--- config.mk ---
export PLATFORM = sky130hd
export DESIGN_NAME = vq_codebook_fetch
export DESIGN_NICKNAME = d
export VERILOG_FILES = /design/src/rtl/vq_codebook_fetch.sv
export SDC_FILE = /design/constraint.sdc
export NUM_CORES = 1
export LEC_CHECK = 0
export CORE_MARGIN = 5
export CORE_UTILIZATION = 45
export CTS_CLUSTER_SIZE = 10
export DETAILED_ROUTE_END_ITERATION = 7
export GPL_ROUTABILITY_DRIVEN = 0
export PLACE_DENSITY = 0.81
export SYNTH_ARGS = -nofsm -noshare
export SYNTH_HDL_FRONTEND = slang
export SYNTH_SLANG_ARGS = --single-unit
--- constraint.sdc ---
create_clock -name clock -period 3 [get_ports clock]
set_input_delay 0.45 -clock clock [delete_from_list [all_inputs] [get_ports clock]]
set_output_delay 0.45 -clock clock [all_outputs]
set_load 0.1 [all_outputs]
--- src/rtl/vq_codebook_fetch.sv ---
// Burst-reads the 256-entry, 64-bit VQ codebook from VRAM and streams each word
// to the codebook cache as a registered one-cycle strobe, one burst outstanding at a time.
module vq_codebook_fetch #(
    parameter int BURST_LEN = 8,
    parameter int ADDR_W    = 20
) (
    input  logic              clock,
    input  logic              reset_n,
    input  logic [ADDR_W-1:0] cb_base,
    input  logic              codebook_wait,
    input  logic [7:0]        ram_read_offset,
    output logic              cache_vram_valid,
    output logic [63:0]       cache_din,
    output logic              vram_rd,
    output logic [ADDR_W-1:0] vram_addr,
    input  logic              vram_ack,
    input  logic              vram_rvalid,
    input  logic [63:0]       vram_rdata,
    output logic              fetch_busy,
    output logic              seq_error
);

    localparam int                BEAT_W    = $clog2(BURST_LEN) + 1;
    localparam logic [BEAT_W-1:0] LAST_BEAT = BEAT_W'(BURST_LEN - 1);
    localparam logic [8:0]        CB_WORDS  = 9'd256;

    typedef enum logic [2:0] {
        S_IDLE,
        S_REQ,
        S_DATA,
        S_DRAIN,
        S_DONE
    } state_t;

    state_t              r_state;
    state_t              w_next_state;
    logic [ADDR_W-1:0]   r_base;
    logic [8:0]          r_wcnt;
    logic [BEAT_W-1:0]   r_beat;
    logic                r_valid;
    logic [63:0]         r_din;
    logic                r_seq_error;
    logic                r_busy;

    logic                w_start;
    logic                w_last_beat;
    logic                w_deliver;
    logic                w_swallow;
    logic [8:0]          w_wcnt_inc;

    // NOTE: every signal gets a default before the case so no path leaves it unassigned (no latches).
    always_comb begin
        w_last_beat  = (r_beat == LAST_BEAT);
        w_wcnt_inc   = r_wcnt + 9'd1;
        w_start      = (r_state == S_IDLE) && codebook_wait;
        // A beat coinciding with the request falling is only delivered if it closes the burst.
        w_deliver    = (r_state == S_DATA) && vram_rvalid && (codebook_wait || w_last_beat);
        w_swallow    = vram_rvalid &&
                       ((r_state == S_DRAIN) || ((r_state == S_DATA) && !w_deliver));
        w_next_state = r_state;

        case (r_state)
            S_IDLE: begin
                if (codebook_wait) begin
                    w_next_state = S_REQ;
                end
            end
            S_REQ: begin
                if (vram_ack) begin
                    w_next_state = S_DATA;
                end else if (!codebook_wait) begin
                    w_next_state = S_IDLE;
                end
            end
            S_DATA: begin
                if (w_deliver && w_last_beat) begin
                    if (w_wcnt_inc == CB_WORDS) begin
                        w_next_state = S_DONE;
                    end else if (codebook_wait) begin
                        w_next_state = S_REQ;
                    end else begin
                        w_next_state = S_IDLE;
                    end
                end else if (!codebook_wait) begin
                    w_next_state = S_DRAIN;
                end
            end
            S_DRAIN: begin
                if (vram_rvalid && w_last_beat) begin
                    w_next_state = S_IDLE;
                end
            end
            S_DONE: begin
                if (!codebook_wait) begin
                    w_next_state = S_IDLE;
                end
            end
            default: begin
                w_next_state = S_IDLE;
            end
        endcase
    end

    // NOTE: non-blocking assignments so every register samples pre-edge values.
    always_ff @(posedge clock or negedge reset_n) begin
        if (!reset_n) begin
            r_state     <= S_IDLE;
            r_base      <= '0;
            r_wcnt      <= '0;
            r_beat      <= '0;
            r_valid     <= 1'b0;
            r_din       <= '0;
            r_seq_error <= 1'b0;
            r_busy      <= 1'b0;
        end else begin
            r_state <= w_next_state;
            r_busy  <= (r_state != S_IDLE);
            r_valid <= w_deliver;

            if (w_start) begin
                r_base <= cb_base;
                r_wcnt <= '0;
            end

            if ((r_state == S_REQ) && vram_ack) begin
                r_beat <= '0;
            end else if (w_deliver || w_swallow) begin
                r_beat <= r_beat + BEAT_W'(1);
            end

            if (w_deliver) begin
                r_din  <= vram_rdata;
                r_wcnt <= w_wcnt_inc;
                if (ram_read_offset != r_wcnt[7:0]) begin
                    r_seq_error <= 1'b1;
                end
            end
        end
    end

    // The address is gated to zero outside REQ so the port is quiet while idle.
    assign vram_rd          = (r_state == S_REQ);
    assign vram_addr        = vram_rd ? (r_base + ADDR_W'(r_wcnt)) : '0;
    assign cache_vram_valid = r_valid;
    assign cache_din        = r_din;
    assign fetch_busy       = r_busy;
    assign seq_error        = r_seq_error;

endmodule

==> results of run 1 <==
final cells by class:
cell class	count	area (um2)	area share
Sequential cell	103	2580	0.337
Multi-Input combinational cell	420	2530	0.331
Timing Repair Buffer	210	2080	0.271
Tap cell	140	175	0.0229
Clock buffer	9	124	0.0162
Clock inverter	7	120	0.0157
Inverter	13	52.6	0.00686
cell families after synthesis:
| family | count (synthesis) | share of synthesized area |
|---|---|---|
| flops | 103 | 0.513 |
| xor+xnor | 16 | 0.0279 |
| buf+inv | 42 | 0.0368 |
| fa+ha+maj | 12 | 0.0314 |
| compound gates | 78 | 0.0978 |
| simple gates | 296 | 0.255 |
| mux | 17 | 0.0378 |
cell usage after synthesis (2+ instances only):
library cell,instances,area share
nand3_2,2,0.0040
nand3b_1,2,0.0030
o21ai_2,3,0.0052
nor4_1,3,0.0037
nor3_1,6,0.0060
nand3_1,5,0.0050
o21a_1,3,0.0045
a21oi_1,18,0.018
xnor2_1,11,0.019
o21ai_0,28,0.028
inv_1,13,0.0097
xor2_1,5,0.0087
or3_1,4,0.0050
nand2b_1,3,0.0037
buf_2,19,0.019
dfrtp_1,103,0.51
o31ai_1,4,0.0060
o211ai_1,8,0.012
nand4_1,9,0.011
a21o_1,2,0.0030
ha_1,11,0.027
or4_1,7,0.010
a211oi_1,3,0.0045
and3_1,2,0.0025
mux2_2,16,0.036
nor2_1,23,0.017
clkbuf_1,9,0.0067
a211oi_2,2,0.0050
nand2_1,220,0.16
repair_timing:
item	in CTS	in global routing
pin swaps	8	8
gates resized for setup	20	20
buffers inserted	8	5
setup endpoints to repair	13	13
gates cloned	0	1
through the flow:
stage / setup slack (ns) / setup TNS, ns / hold WS (ns)
after floorplan: -0.322 / -0.421 / 0.154
after global placement: 0.153 / 0 / 0.458
after detailed placement: 0.103 / 0 / 0.460
after CTS: -0.161 / -0.605 / 0.110
after global routing: -0.244 / -1.47 / 0.136
final: -0.167 / -0.681 / 0.0894
sequential cells by signal, summed over array words and instances, names as in the netlist:
name,cells
fetch_busy,1
r_wcnt,9
r_state,3
r_base,20
cache_din,64
cache_vram_valid,1
seq_error,1
r_beat,4
worst max-delay path, delay by kind of cell (launching register included):
kind            cells  cell delay [ns]
simple gates        2             0.67
buf+inv             2             0.23
compound gates      3             0.53
fa+ha+maj           2             0.49
flops               1             0.41
metal layers:
metal  track usage  vias up
met5             0        -
met4        0.0874        0
met3        0.0658       14
met2         0.356      183
met1         0.279     2273
li1              -     2261
worst min path at each step:
stage | startpoint | to | slack [ns]
global route | reset_n | r_base[14] | 0.14
global placement | seq_error | seq_error | 0.46
detailed placement | seq_error | seq_error | 0.46
finish | reset_n | r_base[14] | 0.09
CTS | reset_n | r_base[14] | 0.11
floorplan | reset_n | cache_din[0] | 0.15
==> flow_summary.toml, run 1 <==
[status]
outcome = "finished, violations left"
violations = "negative setup slack"

[layout]
drive_gt1_frac = 0.261
final_cell_mix = "nand2_1, dfrtp_1, clkdlybuf4s50_1"
fillCellCount = 843
synthToLayoutAreaGrowth_pct = 52.4
fin_cells = 902
stdcell_area_um2 = 7660
fin_util = 0.703
diodes = 0
nets = 866
layout_commonest_cell = "nand2_1"

[synth]
synth_cell_type_count = 49
syn_nets = 673
ys_seq_area_frac = 0.513
syn_inst = 564
synth.avg_cell_area_um2 = 8.91
async_flop_share = 1.00
ys_ff_latch = 103
synth_warnings = 0
synth_flop_cell = "dfrtp_1"
synth-edff-count = 0
syn_area_um2 = 5030

[route]
top_layer_used = "met4"
via_count = 4731
met3_length_um = 1380
wire_per_inst_um = 16.7
wirelength_um = 15000
viasPerCell = 5.25
dr.first_iter.drc_count = 362
met1_length_um = 5960
drt_first_pass_iters = 4
wl_met2_um = 7480
antenna_left = 0
drc = 0

[die]
fp.dieW_um = 116
die-area_um2 = 13400
start_util = 0.462
die_h_um = 116
pin_count = 185
row_count = 38
coreArea_um2 = 10900

[global_route]
antenna_found_initial = 0
grt_usage = 0.220
grt_pass1_wl_um = 23300
overflow = 0
grt_max_degree = 75
grt_pass1_vias = 4772

[cts]
h-tree-depth = 3
cts_tree = "built"
clock_path_buffers = 2
cts_hold_buf = 0
path_clk_slew_ns = 0.10
cts.sinks = 103
cts_buffers = 9
clk_latency_ns = 0.37
cts.root.buffer_cell = "clkbuf_8"

[critical_path]
worstPathCellList = "ha_4 > inv_2 > fa_2 > nand2b_4 > a211oi_4 > o21ai_4 > or4_4 > a21oi_4 > buf_12"
worst-path-max-fanout = 6
slowest_delay_ns = 0.51
endpoint = "vram_addr[18]"
critPathKind = "flip-flop to output pin"
critPathLaunchType = "flip-flop"
startpoint = "r_base[0]"
timing.rr.start = "r_beat[0]"
rrSetupSlack_ns = 0.76
cp-end-kind = "output pin"
required_ns = 2.55
slowest_stage = "or4_4"
worstRegToRegCells = 7
r2r-end = "r_wcnt[7]"
arrival_ns = 2.72

[timing]
clock_skew_ns = 0.00945
tightestPinTransition_ns = 0.735
setup_viol = 7
relSlewSlack = 0.510
hold_violations = 0
fmax_mhz = 316
slew_violations = 0
layout_min_cycle_time_ns = 3.17
setup_slack_ns = -0.167
rsz0062_at_grt = "yes"
fin_crit_sh = 1.06

[place]
dp_hpwl_um = 10600
dp_cells = 872
io_buffers = 184
dpl_cell_area_um2 = 7120

[job]
maxCapViolCount = 0

[min_path]
hold_path_class = "input port to async pin"
Power of run 1 is not shown: default switching activity piles up to over one toggle a cycle in this logic, so the estimate is an artifact.
==> inputs of run 2 (changes only) <==
--- a/config.mk
+++ b/config.mk
@@ -7,6 +7,7 @@
 export LEC_CHECK = 0
 export CORE_MARGIN = 5
 export CORE_UTILIZATION = 45
+export CTS_BUF_LIST = sky130_fd_sc_hd__clkbuf_4 sky130_fd_sc_hd__clkbuf_8 sky130_fd_sc_hd__clkbuf_16
 export CTS_CLUSTER_SIZE = 10
 export DETAILED_ROUTE_END_ITERATION = 7
 export GPL_ROUTABILITY_DRIVEN = 0
==> results of run 2 <==
No change in the layout: final DEF, timing and power equal those of run 1.
Power of run 2 is left out for the same reason.
